--- src/rtl/sr_drift_scheduler_pkg.sv ---
// Shared types and default constants for the Schumann-resonance drift scheduler.
// Interval defaults select between a one-tick simulation step and the minutes-scale real step.
package sr_drift_pkg;

   typedef enum logic [2:0] {
      ST_IDLE,
      ST_WAIT,
      ST_SCAN,
      ST_REQ,
      ST_DONE
   } state_t;

   localparam int NUM_HARMONICS_DEF = 5;
   localparam int IDX_W_DEF         = 3;
   localparam int INTERVAL_W_DEF    = 24;
   localparam int EPOCH_W_DEF       = 16;
   localparam int ACK_TIMEOUT_DEF   = 16;

   // 48 kHz sample ticks times 60 s gives one drift step per minute.
   localparam bit FAST_SIM      = 1'b0;
   localparam int INTERVAL_FAST = 1;
   localparam int INTERVAL_REAL = 2880000;
   localparam int INTERVAL_DEF  = FAST_SIM ? INTERVAL_FAST : INTERVAL_REAL;

   function automatic logic is_busy_state(input state_t s);
      return (s == ST_SCAN) || (s == ST_REQ) || (s == ST_DONE);
   endfunction

endpackage

--- src/rtl/sr_drift_scheduler_if.sv ---
// Request/acknowledge link between the scheduler and the shared random-walk/clamp datapath.
interface sr_drift_scheduler_if
   import sr_drift_pkg::*;
#(
   parameter int IDX_W = IDX_W_DEF
);
   logic             upd_req;
   logic [IDX_W-1:0] upd_idx;
   logic             upd_ack;

   modport master (output upd_req, output upd_idx, input  upd_ack);
   modport slave  (input  upd_req, input  upd_idx, output upd_ack);
endinterface

--- src/rtl/sr_drift_scheduler_tick_divider.sv ---
// Counts sample-rate ticks against a latched interval and strobes on the terminal tick.
// A zero interval is latched as one so every tick terminates.
module sr_tick_divider
   import sr_drift_pkg::*;
#(
   parameter int INTERVAL_W = INTERVAL_W_DEF
) (
   input  logic                  clk,
   input  logic                  rst_n,
   input  logic                  i_clk_en,
   input  logic                  i_count,
   input  logic                  i_load,
   input  logic [INTERVAL_W-1:0] i_interval_cfg,
   output logic                  o_tc
);

   logic [INTERVAL_W-1:0] r_interval;
   logic [INTERVAL_W-1:0] r_cnt;

   assign o_tc = i_count && i_clk_en && (r_cnt == (r_interval - INTERVAL_W'(1)));

   always_ff @(posedge clk or negedge rst_n) begin
      if (!rst_n) begin
         r_interval <= INTERVAL_W'(1);
         r_cnt      <= '0;
      end else if (i_load) begin
         r_interval <= (i_interval_cfg == '0) ? INTERVAL_W'(1) : i_interval_cfg;
         r_cnt      <= '0;
      end else if (i_count && i_clk_en) begin
         r_cnt <= o_tc ? '0 : (r_cnt + INTERVAL_W'(1));
      end
   end

endmodule

--- src/rtl/sr_drift_scheduler.sv ---
// Epoch sequencer: waits out the tick interval, then requests one drift update per
// unfrozen harmonic in index order, guarded by an acknowledge watchdog.
module sr_drift_scheduler
   import sr_drift_pkg::*;
#(
   parameter int NUM_HARMONICS = NUM_HARMONICS_DEF,
   parameter int IDX_W         = IDX_W_DEF,
   parameter int INTERVAL_W    = INTERVAL_W_DEF,
   parameter int ACK_TIMEOUT   = ACK_TIMEOUT_DEF,
   parameter int EPOCH_W       = EPOCH_W_DEF
) (
   input  logic                     clk,
   input  logic                     rst_n,
   input  logic                     i_clk_en,
   input  logic                     i_enable,
   input  logic [INTERVAL_W-1:0]    i_interval_cfg,
   input  logic [NUM_HARMONICS-1:0] i_hold_mask,
   sr_drift_scheduler_if.master     upd_bus,
   output logic                     o_epoch_done,
   output logic [EPOCH_W-1:0]       o_epoch_count,
   output logic                     o_busy,
   output logic                     o_timeout_err
);

   localparam int WD_W = $clog2(ACK_TIMEOUT + 1);

   state_t             r_state, w_state_next;
   logic [IDX_W-1:0]   r_idx, w_idx_next;
   logic [WD_W-1:0]    r_wdog, w_wdog_next;
   logic               r_upd_req, r_epoch_done, r_busy, r_timeout_err;
   logic [EPOCH_W-1:0] r_epoch_count;
   logic               w_load, w_tc, w_timeout, w_hold_cur, w_last;
   logic [NUM_HARMONICS-1:0] w_hold_hit;

   // Mask lookup built per harmonic so an out-of-range index simply reads as unheld.
   for (genvar gi = 0; gi < NUM_HARMONICS; gi++) begin : g_hold
      assign w_hold_hit[gi] = i_hold_mask[gi] && (r_idx == IDX_W'(gi));
   end
   assign w_hold_cur = |w_hold_hit;
   assign w_last     = (r_idx == IDX_W'(NUM_HARMONICS - 1));

   sr_tick_divider #(.INTERVAL_W(INTERVAL_W)) u_div (
      .clk            (clk),
      .rst_n          (rst_n),
      .i_clk_en       (i_clk_en),
      .i_count        ((r_state == ST_WAIT) && i_enable),
      .i_load         (w_load),
      .i_interval_cfg (i_interval_cfg),
      .o_tc           (w_tc)
   );

   always_comb begin
      w_state_next = r_state;
      w_idx_next   = r_idx;
      w_wdog_next  = '0;
      w_load       = 1'b0;
      w_timeout    = 1'b0;
      unique case (r_state)
         ST_IDLE: begin
            if (i_enable) begin
               w_load       = 1'b1;
               w_state_next = ST_WAIT;
            end
         end
         ST_WAIT: begin
            if (!i_enable) begin
               w_state_next = ST_IDLE;
            end else if (w_tc) begin
               w_idx_next   = '0;
               w_state_next = ST_SCAN;
            end
         end
         ST_SCAN: begin
            if (!w_hold_cur)  w_state_next = ST_REQ;
            else if (w_last)  w_state_next = ST_DONE;
            else              w_idx_next   = r_idx + IDX_W'(1);
         end
         ST_REQ: begin
            w_wdog_next = r_wdog + WD_W'(1);
            // Ack wins over a coincident watchdog expiry.
            if (upd_bus.upd_ack || (r_wdog == WD_W'(ACK_TIMEOUT - 1))) begin
               w_timeout   = !upd_bus.upd_ack;
               w_wdog_next = '0;
               if (w_last) begin
                  w_state_next = ST_DONE;
               end else begin
                  w_idx_next   = r_idx + IDX_W'(1);
                  w_state_next = ST_SCAN;
               end
            end
         end
         ST_DONE: begin
            w_load       = i_enable;
            w_state_next = i_enable ? ST_WAIT : ST_IDLE;
         end
         default: w_state_next = ST_IDLE;
      endcase
   end

   always_ff @(posedge clk or negedge rst_n) begin
      if (!rst_n) begin
         r_state       <= ST_IDLE;
         r_idx         <= '0;
         r_wdog        <= '0;
         r_upd_req     <= 1'b0;
         r_epoch_done  <= 1'b0;
         r_busy        <= 1'b0;
         r_timeout_err <= 1'b0;
         r_epoch_count <= '0;
      end else begin
         r_state       <= w_state_next;
         r_idx         <= w_idx_next;
         r_wdog        <= w_wdog_next;
         r_upd_req     <= (w_state_next == ST_REQ);
         r_epoch_done  <= (w_state_next == ST_DONE);
         r_busy        <= is_busy_state(w_state_next);
         r_timeout_err <= r_timeout_err || w_timeout;
         if (w_state_next == ST_DONE) r_epoch_count <= r_epoch_count + EPOCH_W'(1);
      end
   end

   assign upd_bus.upd_req = r_upd_req;
   assign upd_bus.upd_idx = r_idx;
   assign o_epoch_done    = r_epoch_done;
   assign o_epoch_count   = r_epoch_count;
   assign o_busy          = r_busy;
   assign o_timeout_err   = r_timeout_err;

endmodule
--- src/flat_wrapper.sv ---
// flat-port wrapper written by rule: the top's interface ports become plain ports
module sr_drift_scheduler_flat import sr_drift_pkg::*;
#(
   parameter int NUM_HARMONICS = NUM_HARMONICS_DEF,
   parameter int IDX_W         = IDX_W_DEF,
   parameter int INTERVAL_W    = INTERVAL_W_DEF,
   parameter int ACK_TIMEOUT   = ACK_TIMEOUT_DEF,
   parameter int EPOCH_W       = EPOCH_W_DEF
)
  (clk, rst_n, i_clk_en, i_enable, i_interval_cfg, i_hold_mask, o_epoch_done, o_epoch_count, o_busy, o_timeout_err, upd_bus_upd_req, upd_bus_upd_idx, upd_bus_upd_ack);
  sr_drift_scheduler_if #(.IDX_W(IDX_W)) upd_bus_i ();
  input  logic clk;
  input  logic rst_n;
  input  logic i_clk_en;
  input  logic i_enable;
  input  logic [INTERVAL_W-1:0] i_interval_cfg;
  input  logic [NUM_HARMONICS-1:0] i_hold_mask;
  output logic o_epoch_done;
  output logic [EPOCH_W-1:0] o_epoch_count;
  output logic o_busy;
  output logic o_timeout_err;
  output wire logic [$bits(upd_bus_i.upd_req)-1:0] upd_bus_upd_req;
  output wire logic [$bits(upd_bus_i.upd_idx)-1:0] upd_bus_upd_idx;
  input wire logic [$bits(upd_bus_i.upd_ack)-1:0] upd_bus_upd_ack;
  assign upd_bus_upd_req = upd_bus_i.upd_req;
  assign upd_bus_upd_idx = upd_bus_i.upd_idx;
  assign upd_bus_i.upd_ack = upd_bus_upd_ack;
  sr_drift_scheduler #(.NUM_HARMONICS(NUM_HARMONICS), .IDX_W(IDX_W), .INTERVAL_W(INTERVAL_W), .ACK_TIMEOUT(ACK_TIMEOUT), .EPOCH_W(EPOCH_W)) u_core (.clk(clk), .rst_n(rst_n), .i_clk_en(i_clk_en), .i_enable(i_enable), .i_interval_cfg(i_interval_cfg), .i_hold_mask(i_hold_mask), .upd_bus(upd_bus_i), .o_epoch_done(o_epoch_done), .o_epoch_count(o_epoch_count), .o_busy(o_busy), .o_timeout_err(o_timeout_err));
endmodule
--- config.mk ---
export PLATFORM = sky130hd
export DESIGN_NAME = sr_drift_scheduler_flat
export DESIGN_NICKNAME = d
export VERILOG_FILES = /design/src/rtl/sr_drift_scheduler_pkg.sv /design/src/rtl/sr_drift_scheduler_if.sv /design/src/rtl/sr_drift_scheduler_tick_divider.sv /design/src/rtl/sr_drift_scheduler.sv /design/src/flat_wrapper.sv
export SDC_FILE = /design/constraint.sdc
export NUM_CORES = 1
export LEC_CHECK = 0
export ABC_AREA = 1
export ABC_CLOCK_PERIOD_IN_PS = 4400
export CORE_AREA = 10 10 124 126
export DETAILED_ROUTE_END_ITERATION = 8
export DIE_AREA = 0 0 134 136
export SYNTH_ARGS = -nofsm -noshare
export SYNTH_HDL_FRONTEND = slang
export SYNTH_SLANG_ARGS = --single-unit
--- constraint.sdc ---
create_clock -name clk -period 4.4 [get_ports clk]
set_clock_uncertainty 0.05 [all_clocks]
set_input_delay 1.32 -clock clk [delete_from_list [all_inputs] [get_ports clk]]
set_output_delay 1.32 -clock clk [all_outputs]
set_load 0.1 [all_outputs]
Yosys cells after proc, flatten, opt, wreduce, memory -nomap -nowiden

Index checks and enable logic that the tools add are counted.

$lt $le $gt $ge: 0
$add $sub $neg: 5
Multiplexer cells: 25
Multiply operators: 0
Divide/modulo/power cells: 0
Shift operators: 0
Bitwise operators: 0
Reduce and logical (&&, ||, !) cells: 20
Equality and inequality tests: 17

Operators with widths:

| kind                  | number |
|---|---|
| $mux 24               | 4 |
| $mux 3                | 12 |
| $add 24x1->24 const B | 1 |
| $eq 24x24->1          | 1 |
| $logic_not 24->1      | 1 |
| $sub 24x1->24 const B | 1 |
| $eq 3x2->1 const B    | 6 |
| $add 16x1->16 const B | 1 |
| $pmux 3 s5            | 1 |
| $mux 5                | 2 |
| $eq 3x3->1 const B    | 3 |
| $pmux 3 s3            | 1 |
| $logic_and 1x1->1     | 8 |
| $eq 3x1->1 const B    | 2 |
| $logic_not 3->1       | 2 |
| $add 5x1->5 const B   | 1 |
| $eq 5x4->1 const B    | 1 |
| $reduce_and 5->1      | 1 |
| $reduce_or 5->1       | 1 |
| $logic_or 1x1->1      | 4 |
| $mux 1                | 4 |
| $ne 2x1->1 const B    | 2 |
| $ne 2x2->1 const B    | 2 |
| $add 3x1->3 const B   | 1 |
| 4 further kinds       | 4 |

Memory bits (read-only): 0
Memory bits (writable): 0
Memories kept: 0
Input bits: 34
Bits in registers: 79
Bits in latches: 0

Longest topological paths before layout

Word-level depth: 10
Depth in mapped cells: 18
Depth with buffers taken out: 17

Cells and area by module

From an unflattened synthesis, not the netlist that was laid out.

Cell total of the unflattened synthesis: 845
Area total of the unflattened synthesis: 5602.9 um^2

Modules (own cells, without submodules):

| module             | area an instance (um^2) | cells each | times used |
|---|---|---|---|
| sr_tick_divider    | 3776.1                  | 596        | 1 |
| sr_drift_scheduler | 1826.8                  | 249        | 1 |

Least setup slack after synthesis

No wires, ideal clock.

Path kind: input-to-reg
From: input port i_enable
To: register u_core.u_div.r_cnt[8]
Setup time: 0.128 ns
Stages on the path: 12
Arrival: 2.472 ns
Slack: 1.750 ns
Required time: 4.222 ns
Path through: nand4_1 nor2_1 nand3_1 nor2_1 nand3_1 nor2_1 nand2_2 nor2_8 inv_2 buf_6 nand3_2 o21ai_2

Longest elaborated chain between the ends: 6

Ends and longest elaborated chain:

| element                | line                                                                         | RTL |
|---|---|---|
| start: declaration     | flat_wrapper.sv:15                                                           | `input logic i_enable;` |
| $logic_and 1x1->1      | sr_drift_scheduler.sv:46                                                     | `.i_count ((r_state == ST_WAIT) && i_enable),` |
| $logic_and 1x1->1      | sr_drift_scheduler_tick_divider.sv:20, sr_drift_scheduler_tick_divider.sv:29 |  |
| $logic_and 1x1->1      | sr_drift_scheduler_tick_divider.sv:20                                        | `assign o_tc = i_count && i_clk_en && (r_cnt == (r_interval - INTERVAL_W'(1)));` |
| $mux 24                | sr_drift_scheduler_tick_divider.sv:30                                        | `r_cnt <= o_tc ? '0 : (r_cnt + INTERVAL_W'(1));` |
| $mux 24                | sr_drift_scheduler_tick_divider.sv:29                                        | `end else if (i_count && i_clk_en) begin` |
| $mux 24                | sr_drift_scheduler_tick_divider.sv:26                                        | `end else if (i_load) begin` |
| end signal: assignment | sr_drift_scheduler_tick_divider.sv:30                                        |  |
| end: declaration       | sr_drift_scheduler_tick_divider.sv:18                                        | `logic [INTERVAL_W-1:0] r_cnt;` |

Parallel ways exist; a longest one is shown, timed or not. The select of a mux whose other input is x is not followed.
A chain may end at the register's enable or synchronous reset.

Final worst setup path

From: register u_core.r_idx[0] (netlist: u_core.upd_bus.upd_idx[0])
To: output port upd_bus_upd_idx[0]

RTL lines:

| element                  | line                      | RTL |
|---|---|---|
| start: declaration       | sr_drift_scheduler.sv:28  | `logic [IDX_W-1:0] r_idx, w_idx_next;` |
| start signal: assignment | sr_drift_scheduler.sv:112 | `r_idx <= w_idx_next;` |
| end: declaration         | flat_wrapper.sv:23        | `output wire logic [$bits(upd_bus_i.upd_idx)-1:0] upd_bus_upd_idx;` |

No word-level cell between the ends.

==> impl_metrics.tcl <==
set metrics [dict create \
    multi_input_area_um2 2690 \
    path_clk_slew_ns 0.06 \
    powerDensity_nw_per_um2 359 \
    cts_tree "yes" \
    cts_resized 0 \
    port_buffers 56 \
    drc_errors 0 \
    path_class "register to primary output" \
    cts_sinks 79 \
    reg2reg_slack_ns 1.66 \
    hold_viol 0 \
    power.switching_mw 0.715 \
    cp-startpoint "u_core.upd_bus.upd_idx[0]" \
    cpLargestDelayFamily "buffers and inverters" \
    ys_ff_latch 79 \
    routedWlPerCell_um 14.8 \
    drv_cap 0 \
    grt_pass1_vias 4914 \
    hold_class "register to register" \
    vias_per_cell 4.99 \
    ys_top_cells_by_area "dfrtp_1 38%, nand2_1 14%, inv_1 6.9%" \
    ys_warn_count 0 \
    fin_crit_sh_pct 76.0 \
    ant_nets 0 \
    cts_max_level 3 \
    worstPathRequired_ns 3.03 \
    io_pins 57 \
    finalSetupTns_ns 0 \
    grt_start_max_net_pins 80 \
    place_congestion 0.875 \
    cpPeakStageDelay_ns 1.18 \
    diodes 0 \
    clk_latency_ns 0.35 \
    maxSlewViolCount 0 \
    avgSynthCellArea_um2 7.33 \
    p_seq_share_pct 39.8 \
    worst_pin_slew_ns 1.03 \
    power.internal_mw 1.50 \
    dpl.hpwl_um 10300 \
    clockBufferDepth 2 \
    whs_endpoint "u_core.o_epoch_count[15]" \
    rsz0062_at_grt "false" \
    wl_um 13800 \
    switching_share_pct 32.3 \
    fin_area_um2 6160 \
    setup_violations 0 \
    start_kind "register" \
    die-area_um2 18200 \
    grt_usage_pct 15.9 \
    combPwrFrac_pct 22.5 \
    status "completed" \
    synth_seq_area_share_pct 38.8 \
    min_period_ns 3.35 \
    core-area_um2 13000 \
    critPathCaptureType "primary output" \
    fin_ws_ns 1.05 \
    synth_edf_count 0 \
    fmax_mhz 299 \
    start_util_pct 39.2 \
    grt_pass1_wl_um 23700 \
    slowest_stage "clkdlybuf4s50_1" \
    drive_gt1_share_pct 7.65 \
    path_cells "clkdlybuf4s50_1" \
    p_total_mw 2.21 \
    leakage_nw 2.95 \
    crit_arrival_ns 1.98 \
    num_vias 4658 \
    pwr-share-clk_pct 37.7 \
    overflow 0 \
    async_flop_share_pct 100 \
    holdBufCountCts 0 \
    placed_cell_area_um2 5830 \
    synth.cell_area_um2 5090 \
    fill_cells 1320 \
    peakVddDrop_uv 227 \
    die_x_um 134 \
    synth_top_area_cell "dfrtp_1" \
    synthesis.nets 739 \
    synth_cells 695 \
    cts_inserted_buffers 9 \
    cts_root_buf "clkbuf_16" \
    preCtsSetupSlack_ns 0.882 \
    grt_antenna_before_repair 0 \
    synth-main-ff-cell "dfrtp_1" \
    final_cell_count_no_fill 934 \
    crit_fanout 6 \
    slew_headroom_pct 31.5 \
    area_growth_pct 21.0 \
    worst-path-buf-inv 1 \
    nNetsFinal 797 \
    die_y_um 136 \
    min_path_cells 1 \
    worstReg2RegEnd "u_core.u_div.r_cnt[6]" \
    ys_types 37 \
    rows 42 \
    post_cts_buffers 0 \
    worst-r2r-cell-count 13 \
    hp-start "u_core.o_epoch_count[15]" \
    r2r-start "u_core.u_div.r_interval[0]" \
    post-place-cells 918 \
    first_pass_iters 5 \
    synth_top_area_share_pct 38.3 \
    ff_latch_area_um2 1980 \
    drt_iter0_drc 200 \
]
cells in the mapped netlist, types with 2 or more instances:
cell type / instances
nand2_1: 192
inv_1: 94
dfrtp_1: 78
nor2_1: 75
nand3_1: 50
o21ai_0: 35
xor2_1: 30
nand4_1: 20
xnor2_1: 16
ha_1: 10
nor3_1: 10
clkbuf_1: 7
nand2_2: 7
o22ai_1: 7
a21oi_1: 6
nand3_2: 6
nand3b_1: 5
nor2_2: 5
nor2_4: 5
nor4_1: 5
o21ai_2: 5
a31oi_1: 3
buf_2: 3
nor2_8: 3
o21ai_1: 3
buf_6: 2
inv_2: 2
nand2_4: 2
cells in the final DEF, fill, tap and decap left out, types with 3 or more instances in the layout:
| cell type | count |
|---|---|
| clkbuf_16 | 9 |
| inv_1 | 94 |
| nand3_1 | 50 |
| o21ai_0 | 35 |
| nand3b_1 | 5 |
| clkdlybuf4s50_1 | 55 |
| o21ai_1 | 3 |
| nand2_1 | 192 |
| nor2_1 | 75 |
| a21oi_1 | 6 |
| nor2_4 | 5 |
| o21ai_2 | 5 |
| nor2_8 | 3 |
| nor3_1 | 10 |
| nand2_2 | 7 |
| o22ai_1 | 7 |
| nand3_2 | 6 |
| ha_1 | 10 |
| xor2_1 | 30 |
| nor2_2 | 5 |
| buf_4 | 4 |
| xnor2_1 | 16 |
| dfrtp_1 | 78 |
| nor4_1 | 5 |
| nand4_1 | 20 |
| a31oi_1 | 3 |
through the flow:
step	hold slack (ns)	util, %
floorplan	0.383	-
global placement	0.404	44.9
detailed placement	0.411	44.9
CTS	0.420	47.5
global route	0.458	47.5
finish	0.426	47.5
state kept, by name, indices dropped and copies added (netlist names):
name	flops
u_core.u_div.r_interval	24
u_core.u_div.r_cnt	24
u_core.o_epoch_count	16
u_core.o_busy	1
u_core.o_timeout_err	1
u_core.o_epoch_done	1
u_core.r_state	3
u_core.r_wdog	5
u_core.upd_bus.upd_req	1
u_core.upd_bus.upd_idx	3
cell families (layout without fill, tap and decap cells):
logic type / count (synthesis) / in the layout / synth area share [%]
and+or+nand+nor: 388 / 388 / 35.3
buffers and inverters: 109 / 172 / 8.40
DFF: 79 / 79 / 38.8
AOI/OAI and AO/OA: 63 / 63 / 7.10
xor gates and xnor gates: 46 / 46 / 7.91
adders and majority gates: 10 / 10 / 2.46
how the worst max path moves through the flow:
stage | to | slack, ns | cells past startpoint
2_1_floorplan | u_core.u_div.r_cnt[8] | 1.75 | 12
3_3_place_gp | u_core.u_div.r_cnt[6] | 0.98 | 12
3_5_place_dp | u_core.u_div.r_cnt[15] | 0.88 | 10
4_1_cts | upd_bus_upd_idx[0] | 1.03 | 1
5_1_grt | o_epoch_count[2] | 0.99 | 1
6_report | upd_bus_upd_idx[0] | 1.05 | 1
cell type report:
class	count	share of cell area (%)
multi-input cells	507	43.6
flip-flops and latches	79	32.1
repair buffers	59	9.42
inverters	97	5.91
clock buffers	12	4.16
well taps	176	3.57
clock inverters	4	1.26
power by group through the flow:
stage | Clock, mW | Combinational, mW | Sequential [mW]
global route | 0.879 | 0.571 | 0.889
floorplan | 0 | 0.347 | 0.882
global placement | 0 | 0.487 | 0.890
detailed placement | 0 | 0.498 | 0.892
CTS | 0.851 | 0.501 | 0.880
finish | 0.834 | 0.498 | 0.880
layer usage:
| layer | track usage [%] | wire (um) | vias up |
|---|---|---|---|
| met5 | 0 | 0 | - |
| met4 | 4.23 | 148 | 0 |
| met3 | 4.58 | 668 | 14 |
| met2 | 27.6 | 6770 | 107 |
| met1 | 18.8 | 6230 | 2209 |
| li1 | - | - | 2328 |
Power figures use the tool's default switching activity.
